$ cat src/rtl/audio_lock_detect.sv
// LRCK qualifier: measures the word-clock period in clk_in cycles and raises
// audio_locked_out after a run of consistent periods; drops it on deviation or loss.
module audio_lock_detect #(
  parameter int CNT_W       = 10,
  parameter int MIN_PERIOD  = 16,
  parameter int MAX_PERIOD  = 1000,
  parameter int TOL         = 2,
  parameter int LOCK_FRAMES = 8
) (
  input  logic             clk_in,
  input  logic             reset,
  input  logic             lrck_in,
  output logic             audio_locked_out,
  output logic [CNT_W-1:0] period_out,
  output logic             period_valid_out
);

  localparam int MW = $clog2(LOCK_FRAMES + 1);
  localparam logic [CNT_W-1:0] MIN_C  = CNT_W'(MIN_PERIOD);
  localparam logic [CNT_W-1:0] MAX_C  = CNT_W'(MAX_PERIOD);
  localparam logic [CNT_W-1:0] TOL_C  = CNT_W'(TOL);
  localparam logic [MW-1:0]    LOCK_C = MW'(LOCK_FRAMES);

  typedef enum logic [1:0] {
    IDLE    = 2'd0,
    MEASURE = 2'd1,
    TRACK   = 2'd2,
    LOCKED  = 2'd3
  } state_t;

  logic             sync1_q, sync2_q, dly_q;
  logic [CNT_W-1:0] cnt_q, cnt_d;
  logic [CNT_W-1:0] ref_q, ref_d;
  logic [MW-1:0]    match_q, match_d;
  state_t           state_q, state_d;
  logic             locked_q, locked_d;

  logic             edge_pulse;
  logic             in_range;
  logic             is_match;
  logic             timeout;
  logic [CNT_W-1:0] diff;

  assign edge_pulse = sync2_q & ~dly_q;
  assign in_range   = (cnt_q >= MIN_C) && (cnt_q <= MAX_C);
  assign diff       = (cnt_q >= ref_q) ? (cnt_q - ref_q) : (ref_q - cnt_q);
  assign is_match   = (diff <= TOL_C);
  assign timeout    = (cnt_q == MAX_C) && !edge_pulse;

  always_comb begin
    cnt_d = cnt_q;
    if (edge_pulse)
      cnt_d = CNT_W'(1);
    else if (cnt_q != MAX_C)
      cnt_d = cnt_q + CNT_W'(1);
  end

  always_comb begin
    state_d = state_q;
    ref_d   = ref_q;
    match_d = match_q;
    case (state_q)
      IDLE: begin
        if (edge_pulse) state_d = MEASURE;
      end
      MEASURE: begin
        if (timeout) begin
          state_d = IDLE;
        end else if (edge_pulse && in_range) begin
          ref_d   = cnt_q;
          match_d = '0;
          state_d = TRACK;
        end
      end
      TRACK, LOCKED: begin
        if (timeout) begin
          state_d = IDLE;
          match_d = '0;
        end else if (edge_pulse) begin
          if (is_match) begin
            // LOCKED keeps its reference and count; no drift tracking once locked
            if (state_q == TRACK) begin
              match_d = match_q + MW'(1);
              if (match_q + MW'(1) >= LOCK_C) state_d = LOCKED;
            end
          end else if (in_range) begin
            ref_d   = cnt_q;
            match_d = '0;
            state_d = TRACK;
          end else begin
            match_d = '0;
            state_d = MEASURE;
          end
        end
      end
      default: state_d = IDLE;
    endcase
    locked_d = (state_d == LOCKED);
  end

  always_ff @(posedge clk_in or posedge reset) begin
    if (reset) begin
      sync1_q  <= 1'b0;
      sync2_q  <= 1'b0;
      dly_q    <= 1'b0;
      cnt_q    <= '0;
      ref_q    <= '0;
      match_q  <= '0;
      state_q  <= IDLE;
      locked_q <= 1'b0;
    end else begin
      sync1_q  <= lrck_in;
      sync2_q  <= sync1_q;
      dly_q    <= sync2_q;
      cnt_q    <= cnt_d;
      ref_q    <= ref_d;
      match_q  <= match_d;
      state_q  <= state_d;
      locked_q <= locked_d;
    end
  end

  assign audio_locked_out = locked_q;
  assign period_valid_out = locked_q;
  assign period_out       = ref_q;

endmodule

$ cat config.mk
export PLATFORM = sky130hd
export DESIGN_NAME = audio_lock_detect
export DESIGN_NICKNAME = d
export VERILOG_FILES = /design/src/rtl/audio_lock_detect.sv
export SDC_FILE = /design/constraint.sdc
export NUM_CORES = 1
export LEC_CHECK = 0
export ABC_CLOCK_PERIOD_IN_PS = 3950
export CORE_MARGIN = 8
export CORE_UTILIZATION = 50
export CTS_CLUSTER_SIZE = 16
export DETAILED_ROUTE_END_ITERATION = 8
export HOLD_SLACK_MARGIN = 0.1
export PLACE_DENSITY = 0.76
export SLEW_MARGIN = 10
export SYNTH_ARGS = -nofsm -noshare
export SYNTH_HDL_FRONTEND = slang
export SYNTH_SLANG_ARGS = --single-unit
$ cat constraint.sdc
create_clock -name clk_in -period 3.95 [get_ports clk_in]
set_input_delay 0.79 -clock clk_in [delete_from_list [all_inputs] [get_ports clk_in]]
set_output_delay 0.79 -clock clk_in [all_outputs]
set_load 0.005 [all_outputs]
==> impl_metrics.json, run 1 <==
{
  "fin_crit_sh_pct": 88.7,
  "synth-main-ff-cell": "dfrtp_1",
  "reg2reg_to": "period_out[0]",
  "area_growth_pct": 10.8,
  "path_max_fanout": 7,
  "die_area_um2": 7400,
  "seq_area_um2": 751,
  "ios": 15,
  "slew_violations": 0,
  "finalSetupTns_ps": 0,
  "routed_wirelength_mm": 5.41,
  "hpwl_mm": 4.19,
  "synth.distinct_cells": 51,
  "r2r_slack_ps": 450,
  "power_switching_uw": 714,
  "yosys_warnings": 0,
  "nets": 322,
  "peakVddDrop_v": 0.000355,
  "clk_pin_slew_ps": 60,
  "grt_max_degree": 31,
  "synth_area_leaders": "dfrtp_1, ha_1, mux2i_1",
  "root_buffer": "clkbuf_8",
  "clock_sinks": 30,
  "cp.arrival_ps": 3710,
  "drc": 0,
  "detail_route.wl_per_cell_um": 14.9,
  "holdCritStartpoint": "sync1_q",
  "p_leak_uw": 0.00129,
  "port_buffers": 14,
  "min_period_ps": 3500,
  "vias_per_cell": 5.51,
  "yosysTopAreaCell": "dfrtp_1",
  "fp.dieW_um": 86.1,
  "worst_pin_slew_ps": 1040,
  "clockBufferDepth": 2,
  "multiInputGateArea_um2": 1530,
  "syn_area_um2": 2450,
  "highest_layer": "met4",
  "ys_seq_area_share_pct": 30.6,
  "diodes": 0,
  "internal-power_uw": 946,
  "timing.fmax_ghz": 0.285,
  "routed-via-count": 2001,
  "clk_latency_ps": 280,
  "relSlewSlack_pct": 30.3,
  "fin_hold_ws_ps": 350,
  "cp-start-kind": "flip-flop",
  "grt_first_pass_wirelength_mm": 9.37,
  "cp-end-kind": "flip-flop",
  "hold_depth": 0,
  "cap_violations": 0,
  "power_density_nw_per_um2": 611,
  "antenna_found_initial": 0,
  "core.rowCount": 25,
  "grt_pass1_vias": 1999,
  "clkPwrFrac_pct": 15.2,
  "dr_wl_met3_um": 157,
  "die_h_um": 86.1,
  "r2r_start": "cnt_q[0]",
  "finalHoldViolCount": 0,
  "tritoncts": "done",
  "syn_nets": 309,
  "hold_buffers": 0,
  "syn_avg_cell_area_um2": 8.70,
  "grt-ovfl-total": 0,
  "drtIter0Drc": 138,
  "cts_made_buffers": 5,
  "p_seq_share_pct": 24.0,
  "power_frac_comb_pct": 60.8,
  "fillers": 433,
  "coreArea_um2": 4720,
  "r2r_cells": 13,
  "track_usage_pct": 15.7,
  "rsz0062_at_grt": "false",
  "synth_top_area_share_pct": 30.6,
  "final_antenna_net_count": 0,
  "synth_common_cells": "dfrtp_1, inv_1, nor2_1",
  "wl_met1_mm": 2.54,
  "synth_edf_count": 0,
  "wl_met2_mm": 2.61,
  "whs_endpoint": "sync2_q",
  "status": "completed",
  "syn_inst": 282,
  "synthArstFlopShare_pct": 100,
  "p_sw_share_pct": 43.0,
  "cts.repair.resized": 0,
  "place_congestion": 0.866,
  "drive_gt1_share_pct": 7.09,
  "setup_violations": 0,
  "yosysMostFrequentCell": "dfrtp_1",
  "worstPathRequired_ps": 4160,
  "ys_seq_elements": 30,
  "cts_max_level": 2,
  "post_cts_buffers": 0,
  "first_pass_iters": 4,
  "min_path_type": "reg -> reg",
  "start_util_pct": 51.9,
  "crit_type": "reg -> reg",
  "finClkSkew_ps": 7.35
}
==> cells in the final DEF, fill, tap and decap left out, drive strengths merged, types with 2 or more instances in the layout <==
master / netlist / layout
nor2b: 3 / 3
a21o: 6 / 6
nor3: 10 / 10
mux2i: 13 / 13
a2bb2oi: 3 / 3
nor2: 25 / 25
nand4: 4 / 4
xor2: 2 / 2
o21a: 2 / 2
xnor2: 8 / 8
nand2b: 11 / 11
nand3: 10 / 10
dfrtp: 30 / 30
a21oi: 23 / 23
or2: 2 / 2
nand2: 14 / 14
nand3b: 3 / 3
or3: 2 / 2
fa: 2 / 2
inv: 28 / 27
a211o: 2 / 2
mux2: 3 / 3
o21ai: 21 / 21
clkbuf: 1 / 7
a211oi: 3 / 3
clkdlybuf4s50: 0 / 14
clkinv: 0 / 2
a31oi: 4 / 4
ha: 22 / 22
nor4: 2 / 2
buf: 9 / 2
==> how the worst max path moves through the flow <==
| stage | start | endpoint | slack [ps] | cells after the start |
|---|---|---|---|---|
| after detailed placement | cnt_q[0] | period_out[0] | 500 | 13 |
| after floorplan | cnt_q[0] | period_out[9] | 910 | 13 |
| after CTS | cnt_q[0] | period_out[0] | 480 | 13 |
| final | cnt_q[0] | period_out[0] | 450 | 13 |
| after global placement | cnt_q[0] | period_out[1] | 700 | 13 |
| after global routing | cnt_q[0] | period_out[0] | 220 | 13 |
==> per-stage QoR <==
step	instance area [um^2]	utilization [%]	cells	setup WS [ps]	power, uW
6_report	2720	57.5	363	446	1660
5_1_grt	2720	57.5	363	217	1800
4_1_cts	2720	57.5	363	482	1660
3_5_place_dp	2630	55.6	355	502	1410
3_3_place_gp	2630	55.6	355	704	1380
2_1_floorplan	2450	-	282	912	1210
==> kinds of logic after synthesis <==
kind of cell / after synthesis / share of synthesized area [%]
AND/OR/NAND/NOR: 91 / 19.3
buffers and inverters: 38 / 6.99
adder cells (fa/ha/maj): 24 / 12.9
XOR/XNOR: 10 / 3.57
multiplexers: 16 / 6.83
AO/OA/AOI/OAI: 73 / 19.8
flip-flops: 30 / 30.6
==> power by group through the flow <==
stage	clock network, uW	registers, uW	logic [uW]
after floorplan	0	394	815
after CTS	258	400	1000
after global placement	0	402	983
final	252	399	1010
after global routing	271	408	1120
after detailed placement	0	405	1000
==> metal layers <==
metal / up-vias / track usage (%)
met1: 946 / 19.6
li1: 1012 / -
met4: 0 / 7.01
met2: 35 / 25.8
met3: 8 / 2.48
met5: - / 0
==> registers in the layout, indices dropped and copies added (netlist names) <==
register          flops
audio_locked_out      1
sync1_q               1
sync2_q               1
cnt_q                10
dly_q                 1
period_out           10
state_q               2
match_q               4
==> critical path, cell delays in order, from the launching register on <==
cell and delay, ps:
dfrtp_1 410, inv_1 130, ha_1 230, fa_1 390
or2b_1 280, a21oi_1 190, xor2_1 90, nor4_1 310
nand4_1 180, o32ai_4 280, nand2_4 130, o21ai_2 360
buf_4 240, mux2i_1 190
==> cell type report <==
type / instances / area share [%]
multi-input combinational: 214 / 56.4
sequential: 30 / 27.6
timing repair buffer: 16 / 5.71
inverter: 28 / 3.87
clock buffer: 7 / 3.18
tap: 67 / 3.08
clock inverter: 1 / 0.184
(Power assumes the default switching activity.)
==> inputs of run 2 (changes only) <==
- ABC_CLOCK_PERIOD_IN_PS: 3950 -> 3100
- PLACE_DENSITY: 0.76 -> 0.79
- clock period: 3.95 -> 3.1 ns (I/O delays scaled with it)
==> run 2 against run 1 <==
Net effect:
- routed wire length is 8.6% higher
- non-clock buffer count is 14 higher
- global-route usage is 0.089 points higher
- design area is 8.1% higher
- setup slack worse by 440 ps
- largest cell class unchanged
- highest routed layer unchanged
==> impl_metrics.json, run 2 (synthesized netlist as in run 1, its figures left out) <==
{
  "status": "completed",
  "p_sw_share_pct": 40.1,
  "area_growth_pct": 19.7,
  "r2r_cells": 13,
  "dpl_cell_area_um2": 2700,
  "vias_per_cell": 5.68,
  "final_common_cell": "dfrtp_1",
  "worstPathRequired_ps": 3290,
  "r2r_slack_ps": 10,
  "cp-end-kind": "flip-flop",
  "cts_made_buffers": 5,
  "root_buffer": "clkbuf_8",
  "grt-ovfl-total": 0,
  "die_area_um2": 7400,
  "postLayoutCellArea_um2": 2940,
  "power_frac_comb_pct": 59.3,
  "tritoncts": "done",
  "track_usage_pct": 15.8,
  "cap_violations": 0,
  "cts_max_level": 2,
  "die_h_um": 86.1,
  "hold_depth": 0,
  "timing.fmax_ghz": 0.324,
  "diodes": 0,
  "clockBufferDepth": 2,
  "routed-via-count": 2143,
  "port_buffers": 14,
  "detail_route.wl_per_cell_um": 15.6,
  "holdCritStartpoint": "sync1_q",
  "clk_latency_ps": 280,
  "critPathBufInv": 2,
  "crit_chain": "inv_2 > ha_2 > fa_2 > nor2b_4 > o22a_4 > mux2i_1 > o2111ai_1 > or4_4 > o32ai_4 > nand2_4 > o21ai_4 > buf_6 > mux2i_1",
  "routed_wirelength_mm": 5.88,
  "coreArea_um2": 4720,
  "clkPwrFrac_pct": 19.9,
  "hpwl_mm": 4.45,
  "drtIter0Drc": 151,
  "slew_violations": 0,
  "worst_pin_slew_ps": 513,
  "power_switching_uw": 986,
  "final_antenna_net_count": 0,
  "drc": 0,
  "reg2reg_to": "period_out[7]",
  "r2r_start": "period_out[0]",
  "p_leak_uw": 0.00138,
  "clock_sinks": 30,
  "internal-power_uw": 1470,
  "min_path_type": "reg -> reg",
  "nets": 336,
  "min_period_ps": 3090,
  "whs_endpoint": "sync2_q",
  "power_density_nw_per_um2": 838,
  "fp.dieW_um": 86.1,
  "fillers": 398,
  "cp_common_cell": "mux2i_1",
  "setup_violations": 0,
  "hold_buffers": 0,
  "cp.arrival_ps": 3280,
  "finalHoldViolCount": 0,
  "path_max_fanout": 4,
  "clk_pin_slew_ps": 70,
  "finClkSkew_ps": 8.39,
  "peakVddDrop_v": 0.000431,
  "relSlewSlack_pct": 65.5,
  "antenna_found_initial": 0,
  "final_cell_mix": "dfrtp_1, inv_1, nor2_1, a21oi_1, ha_1",
  "ios": 15,
  "drive_gt1_share_pct": 14.8,
  "cp_slowest_stage_delay_ps": 440,
  "p_seq_share_pct": 20.8,
  "grt_first_pass_wirelength_mm": 9.43,
  "start_util_pct": 51.9,
  "rsz0062_at_grt": "true",
  "grt_pass1_vias": 2031,
  "fin_crit_sh_pct": 99.7,
  "finalSetupTns_ps": 0,
  "slowest_stage": "or4_4",
  "grt_max_degree": 31,
  "core.rowCount": 25,
  "crit_type": "reg -> reg",
  "cp-start-kind": "flip-flop",
  "first_pass_iters": 4,
  "cpLargestDelayFamily": "compound AO/OA/AOI/OAI gates",
  "place_congestion": 0.949
}
-- run 2: cell count changes in the layout (fill, tap and decap cells not counted), moves of 2 or more --
cell,before,now
buf_4,2,14
buf_6,0,2
bufinv_16,0,2
fa_1,2,0
fa_2,0,2
ha_1,22,19
ha_2,0,2
inv_2,0,2
o21ai_0,20,18
o21ai_1,0,2
-- run 2: worst max path at each step --
| stage | end | cells after the start | start | slack, ps |
|---|---|---|---|---|
| after detailed placement | period_out[7] | 13 | period_out[0] | -50 |
| after global placement | period_out[2] | 13 | period_out[0] | 40 |
| after CTS | period_out[7] | 13 | cnt_q[0] | 10 |
| after global routing | period_out[7] | 13 | period_out[0] | -100 |
| final | period_out[7] | 13 | period_out[0] | 10 |
| after floorplan | period_out[9] | 13 | cnt_q[0] | 60 |
-- run 2: final cells by class --
class | instances | area (um^2) | share of cell area [%]
multi-input cells | 214 | 1590 | 54.0
flip-flops and latches | 30 | 751 | 25.6
repair buffers | 30 | 268 | 9.11
inverters | 28 | 105 | 3.58
well taps | 67 | 83.8 | 2.85
clock buffers | 6 | 82.6 | 2.81
clock inverters | 2 | 60.1 | 2.04
-- run 2: through the flow --
stage          std cells  utilization (%)  worst slack, ps  hold WS [ps]  power [uW]
2_1_floorplan        282                -             61.9           331        1540
3_3_place_gp         365             57.2             37.6           337        1830
3_5_place_dp         365             57.2            -51.8           341        1850
4_1_cts              373             60.4             11.4           356        2360
5_1_grt              377             62.2            -98.6           368        2640
6_report             377             62.2             10.1           352        2460
-- run 2: power groups by stage --
stage / logic (uW) / registers [uW] / clock network, uW
4_1_cts: 1360 / 505 / 496
5_1_grt: 1610 / 519 / 513
6_report: 1460 / 512 / 490
3_5_place_dp: 1340 / 513 / 0
2_1_floorplan: 1040 / 501 / 0
3_3_place_gp: 1320 / 507 / 0
-- run 2: timing repair --
item | in CTS | in global routing
setup endpoints to repair | 11 | 17
pin swaps | 0 | 8
setup buffers | 0 | 4
gates resized for setup | 2 | 15
-- run 2: metal layers --
layer | track usage, % | wire [um] | up-vias
met1 | 19.8 | 2730 | 1054
met2 | 26.9 | 2940 | 35
met5 | 0 | 0 | -
met3 | 2.58 | 152 | 8
met4 | 4.30 | 63 | 0
li1 | - | - | 1046
